`src/rtl/core_pkg.sv`:
```
// Shared core types: PC/instruction widths, fetch-queue entry layout and depth default.
// Pure declarations; no timing.
// No flow control lives here.
package core_pkg;
    localparam int XLEN     = 32;
    localparam int FQ_DEPTH = 8;

    typedef logic [XLEN-1:0] pc_t;
    typedef logic [XLEN-1:0] instr_t;

    typedef struct packed {
        pc_t    pc;
        instr_t instr;
    } fq_entry_t;

    function automatic logic [1:0] popcount2(input logic [1:0] m);
        return {1'b0, m[0]} + {1'b0, m[1]};
    endfunction
endpackage

```
`src/rtl/fetch_queue_stats.sv`:
```
// Saturating cycle counters for queue-full stalls and empty cycles.
// Counts land one edge after the qualifying cycle.
// No backpressure; cleared only by rst.
module fetch_queue_stats (
    input  logic        clk,
    input  logic        rst,
    input  logic        full_evt,
    input  logic        empty_evt,
    output logic [31:0] stat_full_cycles,
    output logic [31:0] stat_empty_cycles
);
    always_ff @(posedge clk) begin
        if (rst) begin
            stat_full_cycles  <= '0;
            stat_empty_cycles <= '0;
        end else begin
            if (full_evt && (stat_full_cycles != '1))
                stat_full_cycles <= stat_full_cycles + 32'd1;
            if (empty_evt && (stat_empty_cycles != '1))
                stat_empty_cycles <= stat_empty_cycles + 32'd1;
        end
    end
endmodule

```
`src/rtl/fetch_queue.sv`:
```
// 2-wide compacting instruction queue between fetch and dual-issue decode; stats under FETCH_QUEUE_STATS_EN.
// Enqueued entries visible one edge later, no bypass; deq outputs combinational from head.
// enq_ready needs two free slots from registered count only; decode pops 0..2 per cycle.
module fetch_queue
    import core_pkg::*;
#(
    parameter int DEPTH = FQ_DEPTH,
    parameter int XLEN  = core_pkg::XLEN
) (
    input  logic                     clk,
    input  logic                     rst,
    input  logic                     flush,
    input  logic                     enq_valid,
    input  logic [1:0]               enq_mask,
    input  logic [XLEN-1:0]          enq_pc,
    input  logic [XLEN-1:0]          enq_instr0,
    input  logic [XLEN-1:0]          enq_instr1,
    output logic                     enq_ready,
    output logic [1:0]               deq_valid,
    output logic [XLEN-1:0]          deq_pc0,
    output logic [XLEN-1:0]          deq_pc1,
    output logic [XLEN-1:0]          deq_instr0,
    output logic [XLEN-1:0]          deq_instr1,
    input  logic [1:0]               deq_count,
    output logic [$clog2(DEPTH):0]   occupancy,
    output logic [31:0]              stat_full_cycles,
    output logic [31:0]              stat_empty_cycles
);
    localparam int AW = $clog2(DEPTH);
    localparam int CW = AW + 1;

    logic [AW-1:0] head, tail, head1, tail1;
    logic [CW-1:0] count;
    fq_entry_t     mem [DEPTH];

    logic          enq_fire;
    logic [1:0]    enq_num, deq_req, deq_avail, deq_num;
    fq_entry_t     wr0, wr1;

    assign enq_ready = (count <= CW'(DEPTH - 2));
    assign enq_fire  = enq_valid && enq_ready && !flush && !rst;
    assign enq_num   = enq_fire ? popcount2(enq_mask) : 2'd0;

    // Over-requests are clamped to what is actually present.
    assign deq_req   = (deq_count == 2'd3) ? 2'd2 : deq_count;
    assign deq_avail = (count >= CW'(2)) ? 2'd2 : count[1:0];
    assign deq_num   = flush ? 2'd0 : ((deq_req > deq_avail) ? deq_avail : deq_req);

    assign head1 = head + AW'(1);
    assign tail1 = tail + AW'(1);

    // Slot 0 of the write pair takes the lowest valid lane, which compacts mask 10.
    assign wr0 = enq_mask[0] ? '{pc: enq_pc, instr: enq_instr0}
                             : '{pc: enq_pc + XLEN'(4), instr: enq_instr1};
    assign wr1 = '{pc: enq_pc + XLEN'(4), instr: enq_instr1};

    always_ff @(posedge clk) begin
        if (rst || flush) begin
            head  <= '0;
            tail  <= '0;
            count <= '0;
        end else begin
            head  <= head + AW'(deq_num);
            tail  <= tail + AW'(enq_num);
            count <= count + CW'(enq_num) - CW'(deq_num);
        end
    end

    always_ff @(posedge clk) begin
        if (enq_num != 2'd0)
            mem[tail] <= wr0;
        if (enq_num == 2'd2)
            mem[tail1] <= wr1;
    end

    assign deq_valid = {count >= CW'(2), count != '0};
    assign occupancy = count;

    always_comb begin
        deq_pc0    = '0;
        deq_instr0 = '0;
        deq_pc1    = '0;
        deq_instr1 = '0;
        if (deq_valid[0]) begin
            deq_pc0    = mem[head].pc;
            deq_instr0 = mem[head].instr;
        end
        if (deq_valid[1]) begin
            deq_pc1    = mem[head1].pc;
            deq_instr1 = mem[head1].instr;
        end
    end

    // Decode must never pop more entries than it was shown.
    assert property (@(posedge clk) disable iff (rst || flush)
                     (deq_count <= 2'd2) && (deq_count <= deq_avail));

`ifdef FETCH_QUEUE_STATS_EN
    fetch_queue_stats u_stats (
        .clk               (clk),
        .rst               (rst),
        .full_evt          (enq_valid && !enq_ready),
        .empty_evt         (count == '0),
        .stat_full_cycles  (stat_full_cycles),
        .stat_empty_cycles (stat_empty_cycles)
    );
`else
    assign stat_full_cycles  = '0;
    assign stat_empty_cycles = '0;
`endif
endmodule
```
`config.mk`:
```
export PLATFORM = sky130hd
export DESIGN_NAME = fetch_queue
export DESIGN_NICKNAME = d
export VERILOG_FILES = /design/src/rtl/core_pkg.sv /design/src/rtl/fetch_queue_stats.sv /design/src/rtl/fetch_queue.sv
export SDC_FILE = /design/constraint.sdc
export NUM_CORES = 1
export LEC_CHECK = 0
export BUFFER_PORTS_ARGS = -buffer_cell sky130_fd_sc_hd__buf_2
export CORE_UTILIZATION = 45
export DETAILED_ROUTE_END_ITERATION = 10
export PLACE_DENSITY_LB_ADDON = 0.2
export SKIP_CTS_REPAIR_TIMING = 1
export SYNTH_ARGS = -nofsm -noshare
export SYNTH_HDL_FRONTEND = slang
export SYNTH_SLANG_ARGS = --single-unit
```
`constraint.sdc`:
```
create_clock -name clk -period 6.4 [get_ports clk]
set_input_delay 0.64 -clock clk [delete_from_list [all_inputs] [get_ports clk]]
set_output_delay 0.64 -clock clk [all_outputs]
set_load 0.05 [all_outputs]
```
==> summary.md, run 1 <==
| Metric | Value |
|---|---|
| Outcome | finished clean |
| CTS max path bufs | 3 |
| Met3 Routed Length | approximately 7900 microns |
| Synthesized flop and latch total | 522 |
| Launching element type of the critical path | register |
| Number of filler cells placed in the layout | about 6000 |
| Horizontal die dimension | roughly 270 microns |
| Max-cap check violation count | 0 |
| Max Fanout on Critical Path | 60 |
| Setup TNS after final layout | 0 ns |
| Nets | 2804 |
| GRT Util Overall | 0.265 |
| Arrival time worst endpoint | roughly 4 ns |
| Mapped Area | between 30000 and 40000 sq um |
| Largest clock skew in the final design | about 0.018 ns |
| RSZ-0062 raised after global routing | no |
| Later-pin clock latency in the skew report | 0.63 ns |
| Share of cells above drive strength 1 | 0.243 |
| Hold/Removal Path Class | primary input to register |
| Master cell of the clock root buffer | sky130_fd_sc_hd__clkbuf_16 |
| Number of failing hold endpoints at the final stage | 0 |
| RD Place Congestion | between 0.7 and 0.8 |
| Met2 WL | approximately 47000 microns |
| Remaining number of nets flagged by the antenna check after routing | 0 |
| Boundary Pins | 303 |
| Avg Inst Size Synth | 12.1 sq um |
| Number of H-tree levels | 2 |
| DRT iter0 DRCs | ~2400 |
| Remaining design rule violation count | 0 |
| Path type of the worst setup path | register to primary output |
| Uppermost layer routed | met5 |
| Total number of vias | roughly 22000 |
| Cell count after synthesis | approximately 2600 |
| Antenna violations before repair | 6 |
| Core outline area | 68800 sq um |
| Max-slew violations | 0 |
| Clock sink total | 522 |
| CTS clk-pin slew, worst paths | 0.06 ns |
| Cell types with the largest area share after synthesis | sky130_fd_sc_hd__edfxtp_1, sky130_fd_sc_hd__mux4_2, sky130_fd_sc_hd__a21oi_1 |
| Minimum clock period | around 4.7 ns |
| Maximum number of pins on one net before global-route repair | 77 |
| Wire length the detailed router placed on met1 | 37000 microns |
| Synth top area share | 0.489 |
| Detailed-route wire length | 94100 microns |
| Crit end category | primary output |
| Height of the die | 266 microns |
| Routed wire length per instance | 25.7 microns |
| Port Buffer Count | roughly 240 |
| Number of global-route vias before repair | 21800 |
| PD cells | approximately 320 nW/um^2 |
| Maximum resistive drop on vdd | between 0.3 and 0.4 mV |
| Sequential fraction of the synthesis area | 0.495 |
| CP required | 5.76 ns |
| Worst slew pin tran | 1.18 ns |
| Final hold slack | 0.300 ns |
| Power consumption | around 11 mW |
| Post-route fraction of the period consumed by the critical path | 0.727 |
| Number of distinct library cells after synthesis | 44 |
| Drt pass-1 iters | 6 |
| Number of rows in the core area | 96 |
| Hpwl dp | 56000 microns |
| Vias/cell | 5.94 |
| Headroom to the max-slew limit | 0.211 |
| Cell type contributing the most total cell area after synthesis | sky130_fd_sc_hd__edfxtp_1 |
| Synth warn | 0 |
| Area Growth Syn to Fin | 10.7% |
| FMAX | 215 MHz |
| First-pass GRT wire length | between 100000 and 150000 microns |
| Clock tree from TritonCTS | done |
| Static Leak | 11.9 nW |
| Total gr overflow | 0 |
| Number of setup violations in the final report | 0 |
| Inserted Clock Buffers | 58 |
| Die Area | 70900 sq um |
| Initial Util | 0.457 |
[per-stage QoR]
stage / util / cells / instance area (sq um) / setup slack, ns
3_5_place_dp: 0.480 / 3553 / 33000 / 2.30
2_1_floorplan: - / 2669 / 31700 / -0.788
6_report: 0.505 / 3657 / 34800 / 1.74
4_1_cts: 0.505 / 3655 / 34800 / 1.66
3_3_place_gp: 0.480 / 3553 / 33000 / 2.33
5_1_grt: 0.505 / 3656 / 34800 / 1.50
[cell families after synthesis]
family / count (synthesis) / share of synthesized area
and+or+nand+nor: 707 / 0.0916
DFF: 522 / 0.495
AOI/OAI and AO/OA: 415 / 0.0677
muxes: 361 / 0.217
buffers and inverters: 348 / 0.0549
xor gates and xnor gates: 234 / 0.0652
adders and majority gates: 18 / 0.00812
other: 1 / 0.000119
[layer usage]
| layer | vias to the layer above | GRT usage |
|---|---|---|
| li1 | 9544 | - |
| met1 | 10900 | 0.348 |
| met2 | 1053 | 0.447 |
| met3 | 187 | 0.0504 |
| met4 | 6 | 0.0780 |
| met5 | - | 0 |
[flip-flops by register name (all words and copies together) (netlist names)]
name	count
tail	3
head	3
mem	512
occupancy	4
[critical path, stage by stage (launching register included)]
cell and delay, ns:
sky130_fd_sc_hd__dfxtp_4 0.68, sky130_fd_sc_hd__buf_4 0.62, sky130_fd_sc_hd__buf_4 0.81, sky130_fd_sc_hd__mux4_2 0.60
sky130_fd_sc_hd__mux2i_1 0.22, sky130_fd_sc_hd__nor2_1 0.08, sky130_fd_sc_hd__buf_2 0.25
[final cells by class]
type	instances	area, sq um	share of cell area
diodes	2	5.00	0.000144
clock buffers	75	1540	0.0442
inverters	17	63.8	0.00183
clock inverters	27	224	0.00644
repair buffers	284	1540	0.0442
flip-flops and latches	522	15600	0.448
multi-input cells	1799	14700	0.422
well taps	931	1160	0.0335
[synthesized netlist by cell type (all sizes together)]
master and instances:
edfxtp 512, a21oi 395, nor2 343, nand2 291, mux4 256, buf 238
xnor2 157, mux2i 105, clkbuf 93, xor2 77, nand3 19, inv 17
and3 14, ha 14, o21ai 14, dfxtp 10, and2 7, nand2b 7
and4 6, nand4 6, fa 4, nor3 4, nor4 3, nor3b 2
o2111ai 2, o31ai 2, a21bo 1, a21o 1, and3b 1, and4b 1
conb 1, nor2b 1, or2 1, or4 1
[worst paths after layout]
| check | from | cells after the start | slack, ns | endpoint |
|---|---|---|---|---|
| worst max-delay path | head[0]$_SDFF_PP0_ | 6 | 1.74 | deq_instr0[17] |
| worst min-delay path | enq_pc[1] | 1 | 0.30 | mem[7][33]$_DFFE_PP_ |
| worst max register to register | tail[0]$_SDFF_PP0_ | 5 | 2.70 | mem[4][5]$_DFFE_PP_ |
| worst min register to register | occupancy[3]$_SDFF_PP0_ | 4 | 0.71 | occupancy[3]$_SDFF_PP0_ |
[cells in the final DEF, fill, tap and decap left out, drive strengths merged, types with 2 or more instances in the layout]
cell / Yosys / routed
inv: 17 / 18
nor4: 3 / 3
and4: 6 / 6
diode: 0 / 2
xnor2: 157 / 157
o2111ai: 2 / 2
xor2: 77 / 77
and2: 7 / 7
nor3: 4 / 4
clkinv: 0 / 22
a21oi: 395 / 395
buf: 238 / 284
o31ai: 2 / 2
nand4: 6 / 6
bufinv: 0 / 4
conb: 1 / 64
ha: 14 / 14
nand2: 291 / 291
edfxtp: 512 / 512
nand3: 19 / 19
nor2: 343 / 343
and3: 14 / 14
fa: 4 / 4
clkbuf: 93 / 75
nand2b: 7 / 7
nor3b: 2 / 2
dfxtp: 10 / 10
o21ai: 14 / 14
mux4: 256 / 256
mux2i: 105 / 105
[power by group]
| group | switching, mW | internal (mW) | total, mW | leakage, nW |
|---|---|---|---|---|
| clock | 1.39 | 1.83 | 3.23 | 0.865 |
| sequential | 0.0398 | 3.81 | 3.85 | 4.69 |
| combinational | 3.12 | 1.05 | 4.17 | 6.30 |
| total | 4.55 | 6.70 | 11.2 | 11.9 |
Power figures use the tool's default switching activity.
==> run 2: changes to the inputs <==
==> constraint.sdc (replaced) <==
create_clock -name clk -period 4.1 [get_ports clk]
set_input_delay 0.41 -clock clk [delete_from_list [all_inputs] [get_ports clk]]
set_output_delay 0.41 -clock clk [all_outputs]
set_load 0.05 [all_outputs]
==> run 2 against run 1 <==
Against the previous run: sequential cell count stayed put; global-route usage increased by 0.22 points; cell area grew 0.75%; worst setup slack lost 1.3 ns; power rose by 57%; final cell count grew 0.36%; register-to-register slack got worse by 1.7 ns; hold slack worse by 0.23 ns; first-iteration DRC count increased by 2.5%; critical path type unchanged; highest routed layer unchanged.
==> summary.md, run 2 (synthesis results as in run 1) <==
| Metric | Value |
|---|---|
| Final Worst Setup Slack | 0.412 ns (was 1.74 ns) |
| Clock share of power | 0.283 (was 0.287) |
| Height of the die | 266 microns (unchanged) |
| Static Leak | 11.9 nW (about the same) |
| CTS clk-pin slew, worst paths | 0.06 ns (about the same) |
| Switching power summed over all nets | 7.15 mW (was 4.55 mW) |
| Post-route standard cell area excluding fillers | 35000 sq um (was 34800 sq um) |
| Clock tree from TritonCTS | done (unchanged) |
| Inserted Clock Buffers | 57 (was 58) |
| Drt pass-1 iters | 7 (was 6) |
| Remaining number of nets flagged by the antenna check after routing | 0 (unchanged) |
| Start point of the worst min-delay path | enq_pc[0] (was enq_pc[1]) |
| Maximum resistive drop on vdd | 0.418 mV (was 0.306 mV) |
| Register area | 15600 sq um (unchanged) |
| Initial Util | 0.457 (unchanged) |
| Most common cell after layout, fill and taps aside | sky130_fd_sc_hd__edfxtp_1 (unchanged) |
| Arrival time worst endpoint | 3.28 ns (was 4.02 ns) |
| Launching element type of the critical path | register (unchanged) |
| RSZ-0062 raised after global routing | no (unchanged) |
| Largest clock skew in the final design | 0.0138 ns (was 0.0183 ns) |
| Path type of the worst setup path | register to primary output (unchanged) |
| Launching point of the worst reg2reg path | occupancy[3]$_SDFF_PP0_ (was tail[0]$_SDFF_PP0_) |
| Horizontal die dimension | 266 microns (unchanged) |
| Commonest cells after routing, fill and taps aside | sky130_fd_sc_hd__edfxtp_1, sky130_fd_sc_hd__a21oi_1, sky130_fd_sc_hd__nor2_1 (unchanged) |
| Headroom to the max-slew limit | 0.220 (was 0.211) |
| Hold/Removal Path Class | primary input to register (unchanged) |
| Crit end category | primary output (unchanged) |
| Final standard cell utilization of the core | 0.509 (was 0.505) |
| Detailed-route wire length | 95400 microns (was 94100 microns) |
| Master cell of the clock root buffer | sky130_fd_sc_hd__clkbuf_16 (unchanged) |
| Boundary Pins | 303 (unchanged) |
| Design internal power | 10.5 mW (was 6.70 mW) |
| Later-pin clock latency in the skew report | 0.62 ns (was 0.63 ns) |
| Most flop-heavy register | mem (unchanged) |
| Clock sink total | 522 (unchanged) |
| Max Fanout on Critical Path | 22 (was 60) |
| Sequential share of power | 0.339 (was 0.342) |
| Die Area | 70900 sq um (unchanged) |
| Number of rows in the core area | 96 (unchanged) |
| Max-cap check violation count | 0 (unchanged) |
| Switching power share of the total | 0.405 (was 0.404) |
| Post-route fraction of the period consumed by the critical path | 0.900 |
| First-pass GRT wire length | 140000 microns (was 139000 microns) |
| Hpwl dp | 56700 microns (was 56000 microns) |
| Worst slew pin tran | 1.17 ns (was 1.18 ns) |
| Number of failing hold endpoints at the final stage | 0 (unchanged) |
| Max-slew violations | 0 (unchanged) |
| Placement Cell Area | 33300 sq um (was 33000 sq um) |
| Nets | 2818 (was 2804) |
| Worst reg2reg path depth | 8 (was 5) |
| Number of filler cells placed in the layout | 5993 (was 6027) |
| Number of global-route vias before repair | 21700 (was 21800) |
| Max reg flops | 512 (unchanged) |
| CTS max path bufs | 3 (unchanged) |
| Setup TNS after final layout | 0 ns (unchanged) |
| Share of cells above drive strength 1 | 0.249 (was 0.243) |
| RD Place Congestion | 0.789 (was 0.793) |
| Reg2reg end | mem[6][27]$_DFFE_PP_ (was mem[4][5]$_DFFE_PP_) |
| Area Growth Syn to Fin | 11.5% (was 10.7%) |
| Core outline area | 68800 sq um (unchanged) |
| GRT Util Overall | 0.267 (was 0.265) |
| Number of stages on the worst hold path | 1 (unchanged) |
| Dpl ws | 0.934 ns (was 2.30 ns) |
| Remaining design rule violation count | 0 (unchanged) |
| Hold Crit Endpoint | mem[6][32]$_DFFE_PP_ (was mem[7][33]$_DFFE_PP_) |
| Slack of the worst reg-to-reg path | 1.00 ns (was 2.70 ns) |
| Routed wire length per instance | 26.0 microns (was 25.7 microns) |
| Port Buffer Count | 238 (unchanged) |
| CP required | 3.69 ns (was 5.76 ns) |
| Multi-input logic area | 14600 sq um (was 14700 sq um) |
| Total gr overflow | 0 (unchanged) |
| Vias/cell | 5.94 (about the same) |
| Maximum number of pins on one net before global-route repair | 143 (was 77) |
| Combinational power share | 0.378 (was 0.371) |
| Number of H-tree levels | 2 (unchanged) |
| Outcome | finished clean (unchanged) |
| FMAX | around 270 MHz |
| DRT iter0 DRCs | 2433 (was 2373) |
| Antenna violations before repair | 5 (was 6) |
| Minimum clock period | around 3.7 ns |
| Number of setup violations in the final report | 0 (unchanged) |
| Total number of vias | 21800 (was 21700) |
| PD cells | 504 nW/um^2 (was 323 nW/um^2) |
-- run 2: cell types whose count changed in the layout (fill, tap and decap cells not counted) --
| cell | delta |
|---|---|
| sky130_fd_sc_hd__clkinvlp_4 | +4 |
| sky130_fd_sc_hd__o21ai_4 | -5 |
| sky130_fd_sc_hd__inv_6 | -1 |
| sky130_fd_sc_hd__bufinv_16 | +1 |
| sky130_fd_sc_hd__diode_2 | +1 |
| sky130_fd_sc_hd__clkbuf_1 | -2 |
| sky130_fd_sc_hd__clkbuf_16 | -2 |
| sky130_fd_sc_hd__o21ai_2 | +5 |
| sky130_fd_sc_hd__buf_4 | -1 |
| sky130_fd_sc_hd__clkinv_1 | -3 |
| sky130_fd_sc_hd__buf_12 | +16 |
-- run 2: layout make-up --
class | count | area share
Inverter | 17 | 0.00182
Clock buffer | 71 | 0.0422
Timing Repair Buffer | 299 | 0.0528
Clock inverter | 28 | 0.00753
Tap cell | 931 | 0.0332
Sequential cell | 522 | 0.445
Multi-Input combinational cell | 1799 | 0.417
Antenna cell | 3 | 0.000214
-- run 2: worst max-delay path: stages, from the launching register on --
cell and delay, ns:
sky130_fd_sc_hd__dfxtp_4 0.37, sky130_fd_sc_hd__ha_4 0.19, sky130_fd_sc_hd__xnor2_2 0.83, sky130_fd_sc_hd__buf_4 0.50, sky130_fd_sc_hd__nand2_1 0.10, sky130_fd_sc_hd__a21oi_1 0.32, sky130_fd_sc_hd__buf_2 0.34
-- run 2: power by group through the flow --
| stage | Sequential, mW | Clock [mW] | Combinational, mW |
|---|---|---|---|
| 4_1_cts | 5.98 | 5.06 | 6.70 |
| 3_3_place_gp | 6.09 | 0 | 6.64 |
| 6_report | 5.98 | 4.99 | 6.67 |
| 3_5_place_dp | 6.09 | 0 | 6.68 |
| 2_1_floorplan | 6.12 | 0 | 4.88 |
| 5_1_grt | 5.99 | 5.24 | 6.99 |
-- run 2: worst max path at each step --
stage | startpoint | cells after the start | slack, ns | endpoint
6_report | head[0]$_SDFF_PP0_ | 6 | 0.41 | deq_instr1[0]
5_1_grt | head[0]$_SDFF_PP0_ | 6 | 0.29 | deq_instr1[0]
4_1_cts | head[0]$_SDFF_PP0_ | 6 | 0.45 | deq_instr1[0]
3_5_place_dp | enq_mask[0] | 6 | 0.93 | mem[5][40]$_DFFE_PP_
3_3_place_gp | enq_mask[0] | 7 | 0.98 | mem[2][59]$_DFFE_PP_
2_1_floorplan | occupancy[3]$_SDFF_PP0_ | 7 | 0.006 | mem[4][0]$_DFFE_PP_
-- run 2: metrics by stage --
| stage | std cells | hold WS [ns] | total power [mW] |
|---|---|---|---|
| floorplan | 2669 | 0.509 | 11.0 |
| global placement | 3568 | 0.690 | 12.7 |
| detailed placement | 3568 | 0.691 | 12.8 |
| CTS | 3667 | 0.0430 | 17.7 |
| global route | 3669 | 0.0616 | 18.2 |
| finish | 3670 | 0.0725 | 17.6 |
-- run 2: layer usage --
layer | global-route usage | part of all wire
met1 | 0.348 | 0.38
met5 | 0 | 0.00035
met4 | 0.0837 | 0.031
met2 | 0.450 | 0.49
met3 | 0.0527 | 0.093
